===== src/rtl/ddr_rd_arbiter.sv =====
// Round-robin owner of the shared DDR read port: one burst at a time from
// command issue to last data beat, with per-beat owner tags and done pulses.
//
// state | meaning
// IDLE  | no request pending, port free
// ARB   | pick next requester from the RR pointer, latch its addr/len
// CMD   | read command presented to DDR until accepted
// DATA  | forwarding returned beats until len beats seen
// DONE  | pulse done for the owner, advance the RR pointer
module ddr_rd_arbiter #(
    parameter int N_REQ  = 4,
    parameter int ADDR_W = 32,
    parameter int LEN_W  = 8,
    parameter int DATA_W = 128
) (
    input  logic                      CLK,
    input  logic                      RST_N,
    input  logic [N_REQ-1:0]          req,
    input  logic [N_REQ*ADDR_W-1:0]   req_addr,
    input  logic [N_REQ*LEN_W-1:0]    req_len,
    output logic [N_REQ-1:0]          gnt,
    output logic [N_REQ-1:0]          rd_done,
    output logic                      ddr_cmd_valid,
    input  logic                      ddr_cmd_ready,
    output logic [ADDR_W-1:0]         ddr_cmd_addr,
    output logic [LEN_W-1:0]          ddr_cmd_len,
    input  logic                      ddr_rd_valid,
    input  logic [DATA_W-1:0]         ddr_rd_data,
    output logic                      out_valid,
    output logic [DATA_W-1:0]         out_data,
    output logic [$clog2(N_REQ)-1:0]  out_owner,
    output logic                      busy
);
    localparam int OW = $clog2(N_REQ);

    localparam logic [2:0] S_IDLE = 3'd0;
    localparam logic [2:0] S_ARB  = 3'd1;
    localparam logic [2:0] S_CMD  = 3'd2;
    localparam logic [2:0] S_DATA = 3'd3;
    localparam logic [2:0] S_DONE = 3'd4;

    logic [2:0]       state;
    logic [OW-1:0]    rr_ptr;
    logic [OW-1:0]    owner;
    logic [OW-1:0]    owner_inc;
    logic [OW-1:0]    arb_sel;
    logic             arb_found;
    logic [OW:0]      scan_idx;
    logic [LEN_W-1:0] arb_len;
    logic [LEN_W-1:0] beat_cnt;
    logic [LEN_W-1:0] cnt_inc;

    // Scan downward so the candidate closest to the pointer is written last and wins.
    always_comb begin
        arb_found = 1'b0;
        arb_sel   = '0;
        scan_idx  = '0;
        for (int k = N_REQ - 1; k >= 0; k--) begin
            scan_idx = {1'b0, rr_ptr} + (OW+1)'(k);
            if (scan_idx >= (OW+1)'(N_REQ))
                scan_idx = scan_idx - (OW+1)'(N_REQ);
            if (req[scan_idx[OW-1:0]]) begin
                arb_found = 1'b1;
                arb_sel   = scan_idx[OW-1:0];
            end
        end
    end

    assign arb_len   = req_len[arb_sel*LEN_W +: LEN_W];
    assign owner_inc = (owner == OW'(N_REQ - 1)) ? '0 : owner + 1'b1;
    assign cnt_inc   = beat_cnt + 1'b1;
    assign busy      = (state != S_IDLE);

    always_ff @(posedge CLK or negedge RST_N) begin
        if (!RST_N) begin
            state         <= S_IDLE;
            rr_ptr        <= '0;
            owner         <= '0;
            beat_cnt      <= '0;
            gnt           <= '0;
            rd_done       <= '0;
            ddr_cmd_valid <= 1'b0;
            ddr_cmd_addr  <= '0;
            ddr_cmd_len   <= '0;
            out_valid     <= 1'b0;
            out_data      <= '0;
            out_owner     <= '0;
        end else begin
            out_valid <= 1'b0;
            rd_done   <= '0;
            case (state)
                S_IDLE: begin
                    if (|req)
                        state <= S_ARB;
                end
                S_ARB: begin
                    if (arb_found) begin
                        owner        <= arb_sel;
                        gnt          <= N_REQ'(1) << arb_sel;
                        ddr_cmd_addr <= req_addr[arb_sel*ADDR_W +: ADDR_W];
                        ddr_cmd_len  <= arb_len;
                        if (arb_len == '0) begin
                            rd_done <= N_REQ'(1) << arb_sel;
                            state   <= S_DONE;
                        end else begin
                            ddr_cmd_valid <= 1'b1;
                            state         <= S_CMD;
                        end
                    end else begin
                        state <= S_IDLE;
                    end
                end
                S_CMD: begin
                    if (ddr_cmd_ready) begin
                        ddr_cmd_valid <= 1'b0;
                        beat_cnt      <= '0;
                        state         <= S_DATA;
                    end
                end
                S_DATA: begin
                    if (ddr_rd_valid) begin
                        beat_cnt  <= cnt_inc;
                        out_valid <= 1'b1;
                        out_data  <= ddr_rd_data;
                        out_owner <= owner;
                        if (cnt_inc == ddr_cmd_len) begin
                            rd_done <= gnt;
                            state   <= S_DONE;
                        end
                    end
                end
                S_DONE: begin
                    // Owner's own req is masked: it is still dropping it this cycle.
                    gnt    <= '0;
                    rr_ptr <= owner_inc;
                    state  <= (|(req & ~gnt)) ? S_ARB : S_IDLE;
                end
                default: state <= S_IDLE;
            endcase
        end
    end
endmodule


===== config.mk =====
export PLATFORM = sky130hd
export DESIGN_NAME = ddr_rd_arbiter
export DESIGN_NICKNAME = d
export VERILOG_FILES = /design/src/rtl/ddr_rd_arbiter.sv
export SDC_FILE = /design/constraint.sdc
export NUM_CORES = 1
export LEC_CHECK = 0
export CAP_MARGIN = 20
export CORE_AREA = 2 2 186 188
export DETAILED_ROUTE_END_ITERATION = 10
export DIE_AREA = 0 0 188 190
export PLACE_DENSITY_LB_ADDON = 0.25
export REMOVE_ABC_BUFFERS = 1
export SYNTH_ARGS = -nofsm -noshare
export SYNTH_HDL_FRONTEND = slang
export SYNTH_SLANG_ARGS = --single-unit

===== constraint.sdc =====
create_clock -name CLK -period 5 [get_ports CLK]
set_clock_uncertainty 0.1 [all_clocks]
set_input_delay 0.75 -clock CLK [delete_from_list [all_inputs] [get_ports CLK]]
set_output_delay 0.75 -clock CLK [all_outputs]
set_load 0.01 [all_outputs]

# Yosys cells after proc, flatten, opt, wreduce, memory -nomap -nowiden
# Index checks and enable logic that the tools add are counted.
# classes
n_reduce_logical	14
n_div	0
n_mux	45
n_eq_ne	12
multipliers	0
magnitude_cmp	8
n_bitwise	2
add_sub_neg	9
n_shift	3
# op_table
cell	count
variable part select 128 x 8 -> 32 bit	1
variable part select 32 x 6 -> 8 bit	1
two-way mux 4 bit	5
two-way mux 2 bit	9
two-way mux 3 bit	6
two-way mux 8 bit	2
one-hot mux 4 bit (2 select lines)	2
one-hot mux 8 bit (2 select lines)	1
one-hot mux 3 bit (5 select lines)	1
two-way mux 1 bit	14
< comparator 2 x 3 -> 1 bit (second input constant)	4
!= test 2 bit (second input constant)	6
greater-or-equal comparator 3 bit (second input constant)	3
adder 8 x 1 -> 8 bit (second input constant)	1
binary-select mux 1 bit (select 2 bit)	4
equality test 8 bit	1
logical NOT 8 bit	1
AND reduction 4 bit	2
OR reduction 4 bit	2
subtractor 2 x 1 -> 2 bit (second input constant)	4
adder 2 x 2 -> 3 bit (second input constant)	2
equality test 3 x 2 -> 1 bit (second input constant)	2
AND reduction 2 bit	3
nonzero test 2 bit	3
13 further kinds	13
# word_totals
latchBits	0
reg_bits	195
output_inout_bits	181
rom_bits	0
inputBits	296
wordCells	105
ram_bits	0
mem_count	0

# Longest topological paths before layout
# depth
ltp_word	14
ltp_mapped	10
ltp_nobuf	8

# Worst setup path after synthesis
# OpenSTA, ideal clock, no wires.
# synth_timing
kind	input-to-reg
start	input port req[0]
end	register state[2]
path_stages	8
setup_time_ns	0.067
required_time_ns	4.833
setup_slack_ns	2.624
t_arrival_ns	2.209
n_path_buf	1
path_cell_list	a21oi_1 > o2bb2ai_2 > buf_8 > mux2i_1 > mux2_2 > nand4_2 > nor3_2 > o2111a_1
# synth_via
elab_chain_cells	11
elab_cells_between_ends	24
classes_between	eq/ne (1); shift (1); mux (19); reduce/logical (3)
# synth_lines
element	line	source
start, declared	18	input logic [N_REQ-1:0] req,
binary-select mux 1 bit (select 2 bit)	62	if (req[scan_idx[OW-1:0]]) begin
two-way mux 1 bit (implied by the code)	62	
two-way mux 2 bit (4 in a row)	62	
variable part select 32 x 6 -> 8 bit	69	assign arb_len = req_len[arb_sel*LEN_W +: LEN_W];
logical NOT 8 bit	102	if (arb_len == '0) begin
two-way mux 3 bit	102	
two-way mux 3 bit	97	if (arb_found) begin
one-hot mux 3 bit (5 select lines)	91	case (state)
end signal, assigned	136	state <= (|(req & ~gnt)) ? S_ARB : S_IDLE;
end, declared	42	logic [2:0] state;
# Parallel ways exist; a longest one is shown, timed or not. The select of a mux whose other input is x is not followed.
# A chain may end at the register's enable or synchronous reset.

# Worst setup path after layout
# layout_timing
start	input port req[0]
end	register rd_done[0]
# layout_via
elab_chain_cells	11
elab_cells_between_ends	22
classes_between	shift (2); mux (19); reduce/logical (1)
# layout_lines
element	line	source
binary-select mux 1 bit (select 2 bit)	62	
two-way mux 1 bit (implied by the code)	62	
two-way mux 2 bit (4 in a row)	62	
variable part select 32 x 6 -> 8 bit	69	
logical NOT 8 bit	102	
two-way mux 4 bit	102	
two-way mux 4 bit (*)	97	
one-hot mux 4 bit (2 select lines) (*)	91	
end signal, assigned	103	rd_done <= N_REQ'(1) << arb_sel;
end signal, assigned	127	rd_done <= gnt;
end, declared	22	output logic [N_REQ-1:0] rd_done,
# Every way passes the cells marked *; elsewhere a longest branch is shown, timed or not. The select of a mux whose other input is x is not followed.

==> results.json <==
{
  "outcome": "finished, final reports clean",
  "dpl.hpwl_um": 24900,
  "layout_setup_ws_ns": 1.93,
  "grt_use_total": 0.185,
  "fin_cells": 2014,
  "ys_ff_latch": 195,
  "placed_area_um2": 14100,
  "ys_warn_count": 0,
  "timing.final.crit_share": 0.615,
  "route.detailed.wl_per_inst_um": 16.7,
  "die-height_um": 190,
  "worstMarginPinSlew_ns": 1.04,
  "pwr_density_cell_nw_per_um2": 546,
  "relSlewSlack": 0.308,
  "cts_max_level": 4,
  "synth-edff-count": 0,
  "netlist_instances": 1105,
  "first_global_vias": 8916,
  "hold_violations": 0,
  "ir_drop_mv": 0.297,
  "r2r_end": "out_data[107]",
  "fp.dieArea_um2": 35700,
  "coreArea_um2": 33900,
  "die_w_um": 188,
  "ctsResizeCount": 0,
  "drc": 0,
  "rsz0062_at_grt": "no",
  "syn_area_um2": 8930,
  "netlist.area_leader.share": 0.546,
  "cts_root_buf": "clkbuf_16",
  "synth_area_leaders": "dfrtp_1 (55%), nand2_1 (22%), o21ai_0 (5.0%)",
  "cts_tree": "done",
  "antenna_left": 0,
  "pre_cts_ws_ns": 1.46,
  "synth_top_area_cell": "dfrtp_1",
  "wirelength_um": 33600,
  "start_util": 0.263,
  "num_vias": 8938,
  "final_common_cell": "nand2_1",
  "post-cts-setup-buffer-count": 0,
  "crit_path_end_kind": "flop",
  "dr.pass1.iters": 6,
  "grt_max_degree": 130,
  "worstPathArrival_ns": 3.35,
  "avgSynthCellArea_um2": 8.08,
  "place_inst": 1980,
  "layout-drive-gt1-share": 0.0411,
  "rows": 68,
  "ys_types": 45,
  "cts_hold_buf": 0,
  "antenna_found_initial": 3,
  "async_flop_share": 1.00,
  "drt_iter0_markers": 421,
  "hold_class": "in2async",
  "cap_viol_max_count": 0,
  "worst_skew_pair.late_latency_ns": 0.44,
  "r2r_start": "state[2]",
  "power_leakage_uw": 0.00676,
  "clkTransAtPathRegs_ns": 0.08,
  "critPathMaxFanout": 28,
  "setup_viol": 0,
  "clock-sinks": 195,
  "final_cell_mix": "nand2_1 (511), clkdlybuf4s50_1 (475), dfrtp_1 (195)",
  "clockBufferDepth": 2,
  "gp_congestion": 0.826,
  "startpoint_type": "primary input",
  "cp.required_ns": 5.28,
  "ios": 477,
  "synth_ff_type": "dfrtp_1",
  "grt_pass1_wl_um": 50800,
  "max_freq_mhz": 325,
  "rrSetupSlack_ns": 2.01,
  "period_needed_ns": 3.07,
  "finish.utilization": 0.433,
  "cts_buffers": 17,
  "final_area_um2": 14700,
  "seq_area_frac_synth": 0.546,
  "syn_to_final_growth_pct": 64.5,
  "path_class": "in2reg",
  "slew_violations": 0,
  "avgViaCountPerCell": 4.44,
  "grt_overflow": 0,
  "port_buffers": 476,
  "nNetsFinal": 1842,
  "reg2regPathDepth": 7
}
state kept, by name (all words and copies together) (netlist names):
register and flops:
beat_cnt 8, ddr_cmd_addr 32, ddr_cmd_len 8, ddr_cmd_valid 1
gnt 4, out_data 128, out_owner 2, out_valid 1
owner 2, rd_done 4, rr_ptr 2, state 3
worst max-delay path by stage:
stage                      end  cells after the start     start  slack [ns]
detailed placement  rd_done[1]                      8    req[0]        1.46
floorplan            out_valid                      4  state[2]       -0.11
CTS                 rd_done[0]                      8    req[0]        1.92
finish              rd_done[0]                      8    req[0]        1.93
global placement    rd_done[0]                      8    req[0]        1.50
global route        rd_done[0]                      8    req[0]        1.69
metrics by stage:
stage	TNS (ns)	total power, uW	hold WS [ns]
finish	0	8030	0.186
detailed placement	0	6720	0.361
floorplan	-11.08	4480	0.354
global placement	0	6660	0.356
global route	0	8640	0.213
CTS	0	8170	0.199
power by group:
part,internal (uW),switching [uW]
clock,706,700
sequential,2280,454
combinational,1930,1950
synthesized netlist by cell type, types with 2 or more instances:
cell        n
nand2b_1    2
nand2_1   513
o41ai_1     2
o21ai_1     3
o211ai_1    2
nor3_2      2
nor2_1    107
and3_1      3
xor2_1      6
and2_1      2
buf_1       7
a32oi_1     2
mux2i_1    17
nand4_2     2
or3_1       2
ha_1        2
xnor2_1     6
buf_2       9
a32o_1      2
inv_1       7
clkbuf_1   46
mux2_2     10
nor3_1      4
a22o_1      2
nand3_1    38
nand4_1     2
o22ai_1     2
o21ai_0    89
a21oi_1     4
dfrtp_1   195
per-layer routing:
layer  part of all wire  track usage  up-vias  routed length, um
li1                   -            -     4390                  -
met3              0.082       0.0612       43               2770
met5            0.00027            0        -                  9
met4              0.029       0.0742        2                966
met2               0.50        0.326      349              16900
met1               0.39        0.205     4154              13000
area by class of cell:
| type | instances | area, um^2 |
|---|---|---|
| fill | 3364 | 19200 |
| sequential | 195 | 4880 |
| timing repair buffer | 485 | 4860 |
| multi-input combinational | 837 | 3770 |
| tap | 455 | 569 |
| clock buffer | 18 | 429 |
| clock inverter | 14 | 146 |
| inverter | 8 | 32.5 |
| antenna | 2 | 5.00 |
worst max-delay path, cell delays in order:
cell and delay, ns:
clkdlybuf4s50_1 0.58, a21oi_1 0.14, o2bb2ai_4 0.73, mux2i_1 0.26, mux2_2 0.20, nand4_2 0.17
nor3_2 0.27, a32o_1 0.21
logic make-up (layout without fill, tap and decap cells):
family	count (synthesis)	count (layout)	synth area share
adder cells (fa/ha/maj)	2	2	0.00280
multiplexers	27	27	0.0317
flip-flops	195	195	0.546
other	0	2	0
XOR/XNOR	12	12	0.0118
AND/OR/NAND/NOR	681	681	0.301
buffers and inverters	73	525	0.0345
AO/OA/AOI/OAI	115	115	0.0724
(Power assumes the default switching activity.)
